`config.mk`:
```
export PLATFORM = sky130hd
export DESIGN_NAME = pam_4_slicer
export DESIGN_NICKNAME = d
export VERILOG_FILES = /design/src/rtl/pam_4_slicer.sv
export SDC_FILE = /design/constraint.sdc
export NUM_CORES = 1
export LEC_CHECK = 0
export CELL_PAD_IN_SITES_DETAIL_PLACEMENT = 0
export CELL_PAD_IN_SITES_GLOBAL_PLACEMENT = 1
export CORE_AREA = 2 2 81 83
export DETAILED_ROUTE_END_ITERATION = 6
export DIE_AREA = 0 0 83 85
export HOLD_SLACK_MARGIN = 0.02
export MAX_ROUTING_LAYER = met4
export PLACE_DENSITY_LB_ADDON = 0.1
export SLEW_MARGIN = 25
export SYNTH_ARGS = -nofsm -noshare
export SYNTH_HDL_FRONTEND = slang
export SYNTH_SLANG_ARGS = --single-unit
```
`constraint.sdc`:
```
create_clock -name clk -period 3.7 [get_ports clk]
set_clock_uncertainty 0.15 [all_clocks]
set_input_delay 0.74 -clock clk [delete_from_list [all_inputs] [get_ports clk]]
set_output_delay 0.74 -clock clk [all_outputs]
set_load 0.03 [all_outputs]
```
`src/rtl/pam_4_slicer.sv`:
```
// PAM-4 slicer: registered 4-level decision against thresholds -T, 0, +T.
// T optionally tracks channel gain as the mean |sample| over a window of valid samples.
module pam_4_slicer #(
    parameter int SIGNAL_RESOLUTION = 8,
    parameter int SYMBOL_SEPARATION = 48,
    parameter int LOG2_WINDOW       = 4
) (
    input  logic                         clk,
    input  logic                         rstn,
    input  logic [SIGNAL_RESOLUTION-1:0] signal_in,
    input  logic                         signal_in_valid,
    input  logic                         adapt_en,
    output logic [1:0]                   symbol_out,
    output logic                         symbol_out_valid,
    output logic [SIGNAL_RESOLUTION-1:0] threshold_out,
    output logic                         threshold_update
);
    // state | meaning
    // IDLE  | adapt_en=0: accumulator/counter held at 0, T frozen
    // ACCUM | adapt_en=1: summing |x| of valid samples, T rewritten each full window

    localparam int R  = SIGNAL_RESOLUTION;
    localparam int L  = LOG2_WINDOW;
    localparam int AW = R + L;
    localparam logic [L-1:0] CNT_LAST = {L{1'b1}};

    typedef enum logic {
        IDLE  = 1'b0,
        ACCUM = 1'b1
    } state_t;

    state_t        state, state_nxt;
    logic [R-1:0]  thr, thr_nxt;
    logic [AW-1:0] acc, acc_nxt;
    logic [L-1:0]  cnt, cnt_nxt;
    logic          upd_nxt;
    logic [1:0]    sym_nxt;

    logic signed [R+1:0] x_ext, t_pos, t_neg;
    logic [R-1:0]        mag;
    logic [AW-1:0]       sum;
    logic [R-1:0]        t_new;
    logic                take;

    // Two extra bits let +T reach 2^(R-1) and -T reach -2^(R-1) without wrapping.
    assign x_ext = {{2{signal_in[R-1]}}, signal_in};
    assign t_pos = signed'({2'b00, thr});
    assign t_neg = -t_pos;

    assign mag   = signal_in[R-1] ? (~signal_in + 1'b1) : signal_in;
    assign sum   = acc + AW'(mag);
    assign t_new = sum[AW-1:L];
    assign take  = adapt_en && signal_in_valid;

    always_comb begin
        sym_nxt = 2'b11;
        if (x_ext < t_neg)
            sym_nxt = 2'b00;
        else if (signal_in[R-1])
            sym_nxt = 2'b01;
        else if (x_ext < t_pos)
            sym_nxt = 2'b10;
    end

    always_comb begin
        state_nxt = adapt_en ? ACCUM : IDLE;
        acc_nxt   = acc;
        cnt_nxt   = cnt;
        thr_nxt   = thr;
        upd_nxt   = 1'b0;

        unique case (state)
            IDLE: begin
                acc_nxt = '0;
                cnt_nxt = '0;
            end
            ACCUM: begin
                if (!adapt_en) begin
                    acc_nxt = '0;
                    cnt_nxt = '0;
                end
            end
        endcase

        // The edge that raises adapt_en already counts its sample.
        if (take) begin
            if (cnt == CNT_LAST) begin
                acc_nxt = '0;
                cnt_nxt = '0;
                upd_nxt = 1'b1;
                if (t_new != '0)
                    thr_nxt = t_new;
            end else begin
                acc_nxt = sum;
                cnt_nxt = cnt + 1'b1;
            end
        end
    end

    always_ff @(posedge clk) begin
        if (!rstn) begin
            state            <= IDLE;
            thr              <= R'(SYMBOL_SEPARATION);
            acc              <= '0;
            cnt              <= '0;
            symbol_out       <= 2'b00;
            symbol_out_valid <= 1'b0;
            threshold_update <= 1'b0;
        end else begin
            state            <= state_nxt;
            thr              <= thr_nxt;
            acc              <= acc_nxt;
            cnt              <= cnt_nxt;
            symbol_out_valid <= signal_in_valid;
            threshold_update <= upd_nxt;
            if (signal_in_valid)
                symbol_out <= sym_nxt;
        end
    end

    assign threshold_out = thr;

endmodule

```
Yosys cells after proc, flatten, opt, wreduce, memory -nomap -nowiden --
Index checks and enable logic that the tools add are counted.
Operators by class: add/sub/neg operators 4, order comparisons 2, eq/ne operators 2, mux-type cells 14, bitwise operators 2, reductions and logical operators 4
Operator list (number):
- two-way mux 12 bit | 3
- case mux 12 bit (2 select lines) | 1
- adder 12 x 8 -> 12 bit | 1
- two-way mux 4 bit | 3
- less-than comparator 8 x 10 -> 1 bit | 1
- negation 8 -> 10 bit | 1
- less-than comparator 8 x 9 -> 1 bit | 1
- adder 8 x 1 -> 8 bit, second input constant | 1
- two-way mux 8 bit | 1
- inverter 8 bit | 1
- case mux 4 bit (2 select lines) | 1
- nonzero test 8 bit | 1
- adder 4 x 1 -> 4 bit, second input constant | 1
- equality test 4 bit, second input constant | 1
- two-way mux 2 bit | 2
- two-way mux 1 bit | 3
- inequality test 3 x 2 -> 1 bit, second input constant | 1
- AND reduction 3 bit | 1
- AND reduction 2 bit | 1
- logical AND 1 bit | 1
- inverter 1 bit | 1
Word-level totals: flip-flop bits (word level) 29, bits of input ports 12, word-level logic and storage cells 35

Longest topological paths before layout --
depth after elaboration 6, depth in mapped cells 14

Worst setup path before layout --
Ideal clock, no wire load.
kind input port to flip-flop, from input signal_in[0], to register thr[0] (netlist: threshold_out[0]), setup time 84 ps, arrival time 3075 ps, data required time 3466 ps, setup slack 391 ps, stages 11, path buffers 0, cells stage by stage or3_1 -> o31ai_1 -> xnor2_1 -> ha_1 -> o21ai_1 -> a21oi_1 -> and2_4 -> xor2_2 -> a2111oi_4 -> nand3b_4 -> o31ai_2
On the way: longest elaborated chain between the ends 6
RTL lines:
- from (decl) | line 10 | input logic [SIGNAL_RESOLUTION-1:0] signal_in,
- inverter 8 bit | line 50 | assign mag = signal_in[R-1] ? (~signal_in + 1'b1) : signal_in;
- adder 8 x 1 -> 8 bit | line 50
- two-way mux 8 bit (*) | line 50
- adder 12 x 8 -> 12 bit (*) | line 51 | assign sum = acc + AW'(mag);
- nonzero test 8 bit | line 91 | if (t_new != '0)
- AND reduction 3 bit (no line)
- to (signal assigned) | line 103 | thr <= R'(SYMBOL_SEPARATION);
- to (signal assigned) | line 111 | thr <= thr_nxt;
- to (decl) | line 33 | logic [R-1:0] thr, thr_nxt;
Every way passes the cells marked *; elsewhere a longest branch is shown, timed or not. A chain may end at the register's enable or synchronous reset.

Final worst setup path --
from input signal_in[5], to register thr[6] (netlist: threshold_out[6])
Same word-level chain as after synthesis.

==> results.md <==
* Status: finished clean
* Grt total ovfl at 0
* Placer congestion estimate at 0.828
* Hpwl dp at 5060 um
* Vias/cell at 5.16
* First-pass GRT wire length at 10,800 um
* Setup CP Type: input pin to flip-flop
* Total of max-cap violations at 0
* Final WL at 6530 um
* Most frequent cells in the layout: buf_4 (49), dfxtp_1 (29), inv_1 (24)
* Clock tree sinks at 29
* Hold_buf cts at 0
* Clock tree buffer depth at 2
* Final #Nets at 403
* Slew headroom at 64.9%
* Fillers at 617
* GR Util All Layers at 19.5%
* Fmax at 0.276 GHz
* LEAKAGE at 1.38 nW
* CP required at 3.75 ns
* Syn Inst Count at 293
* Initial antenna violation count at 0
* Asr flop ratio synth at 0%
* H-tree Lvls at 2
* Peak supply drop at 0.156 mV
* Number of port buffers at 23
* Vias at 2,275
* WL per Instance at 14.8 um
* DR iter-0 viols at 64
* Post-synth top area share at 24.3%
* Slew Limit Fails at 0
* Post-synth EDFFs at 0
* Multi-input gate area at 1820 um2
* Final hold viol count at 0
* Core ar. at 6200 um2
* Hold Path Class: flip-flop to flip-flop
* Syn nets at 333
* Avg Cell Area, Syn at 8.15 um2
* Synth top area cells: dfxtp_1 (24%), ha_1 (14%), xnor2_1 (5.1%)
* Final setup violation count at 0
* Pwr/cell area at 274 nW/um2
* I/O pin count at 24
* Syn. warnings at 0
* Least-Margin Pin Slew at 0.526 ns
* Dominant synthesized flop cell: dfxtp_1
* Area leader, netlist: dfxtp_1
* Seq. cell area at 581 um2
* Die height at 85 um
* Clk slew on worst S/H paths at 0.07 ns
* Chip Width at 83 um
* Largest net degree at the start of global routing at 17
* Yosys reg bits at 29
* CP Launch Type: input pin
* Final Cycle Share at 97.7%
* Post-layout util at 53.3%
* Antenna viol nets, final at 0
* Drc violations at 0
* Commonest non-fill, non-tap cell in the layout: buf_4
* Sequential area share after synthesis at 24.3%
* Mapped Area at 2390 um2
* Tot Pwr at 0.000905 W
* Synth cell types at 56
* DR pass1 iterations at 4
* Clk root buf: clkbuf_8
* Synth-to-Final Area Change at 38.3%
* Worst-skew pair later-pin latency at 0.29 ns
* Num CTS Buffers at 5
* Worst Path Max Fanout at 8
* Vias in the first global route at 2,283
* Critical Path End Type: flip-flop
* Critical Path AT at 3.67 ns
* Starting Density at 38.5%
* Ant diodes at 0
* TritonCTS clock tree: yes
* Num rows at 29
* DIE AREA at 7060 um2
* Share of cells above drive strength 1 at 27.7%
* Post-route minimum period at 3.62 ns
[cells by family after synthesis]
logic type / share of synthesized area (%)
AOI/OAI and AO/OA: 25.6
xor gates and xnor gates: 6.92
adders and majority gates: 15.0
buffers and inverters: 5.81
DFF: 24.3
muxes: 0.419
and+or+nand+nor: 21.9
[cell usage after synthesis, drive strengths merged (4+ instances only)]
cell / instances
clkbuf: 8
a21oi: 21
xnor2: 14
nand2: 17
a22oi: 7
a21o: 4
xor2: 4
nor2: 24
o21ai: 17
dfxtp: 29
o31ai: 9
nor4: 4
inv: 26
nand3: 13
nor2b: 11
a31oi: 4
and2: 7
ha: 27
nand2b: 5
[cell type report]
type | instances | share of cell area (%)
Timing Repair Buffer | 72 | 18.1
Clock buffer | 5 | 2.08
Sequential cell | 29 | 17.6
Tap cell | 77 | 2.92
Inverter | 26 | 2.95
Multi-Input combinational cell | 229 | 54.9
Clock inverter | 3 | 1.40
[where the power goes]
| group | total, W | internal (W) | switching (W) |
|---|---|---|---|
| combinational | 0.000239 | 0.000118 | 0.000121 |
| clock | 0.000343 | 0.000201 | 0.000142 |
| sequential | 0.000323 | 0.000318 | 0.00000453 |
[per-stage QoR]
stage                     setup TNS, ns  cells  setup slack (ns)  hold slack, ns  instance area [um2]
after global routing            -0.0374    441           -0.0374           0.371                 3300
final                                 0    441            0.0833           0.321                 3300
after CTS                             0    439           0.00259           0.320                 3170
after global placement            -1.91    431            -0.253           0.307                 3030
after detailed placement          -2.81    431            -0.367           0.309                 3030
after floorplan                       0    293             0.391           0.332                 2390
[layer usage]
| layer | vias to the layer above | share of wire (%) | track usage [%] |
|---|---|---|---|
| met3 | 14 | 2.4 | 3.40 |
| met4 | 0 | 2.2 | 6.56 |
| met1 | 1032 | 49 | 24.6 |
| met5 | - | 0 | - |
| li1 | 1194 | - | - |
| met2 | 35 | 46 | 31.8 |
[registers in the layout, summed over array words and instances, names as in the netlist]
register	count
acc	12
cnt	4
state	1
symbol_out	2
symbol_out_valid	1
threshold_out	8
threshold_update	1
[critical path, cell delays in order]
cell and delay (ns):
clkdlybuf4s50_1 0.42, or3_1 0.42, o21ai_2 0.17, xnor2_2 0.14, ha_4 0.21, nor4_2 0.30, o21ai_2 0.11, and2_4 0.19
xor2_2 0.16, a2111oi_4 0.35, nand3b_4 0.20, o31ai_2 0.25
[worst paths after layout]
path,startpoint,to,slack [ns],depth (start not counted)
hold / removal,symbol_out[0]$_SDFFE_PN0P_,symbol_out[0]$_SDFFE_PN0P_,0.32,2
hold reg to reg,symbol_out[0]$_SDFFE_PN0P_,symbol_out[0]$_SDFFE_PN0P_,0.32,2
setup / recovery,signal_in[5],threshold_out[6]$_SDFFE_PN0P_,0.08,12
setup reg to reg,acc[0]$_SDFFE_PN0P_,threshold_out[6]$_SDFFE_PN0P_,1.01,10
[repair_timing]
item                                    in CTS  in global routing
endpoints found under the setup margin       7                  8
gates resized for setup                     10                 23
pin swaps                                   13                 13
gates cloned                                 0                  0
buffers inserted                             0                  2
No activity file was read; power rests on OpenSTA's default activity.
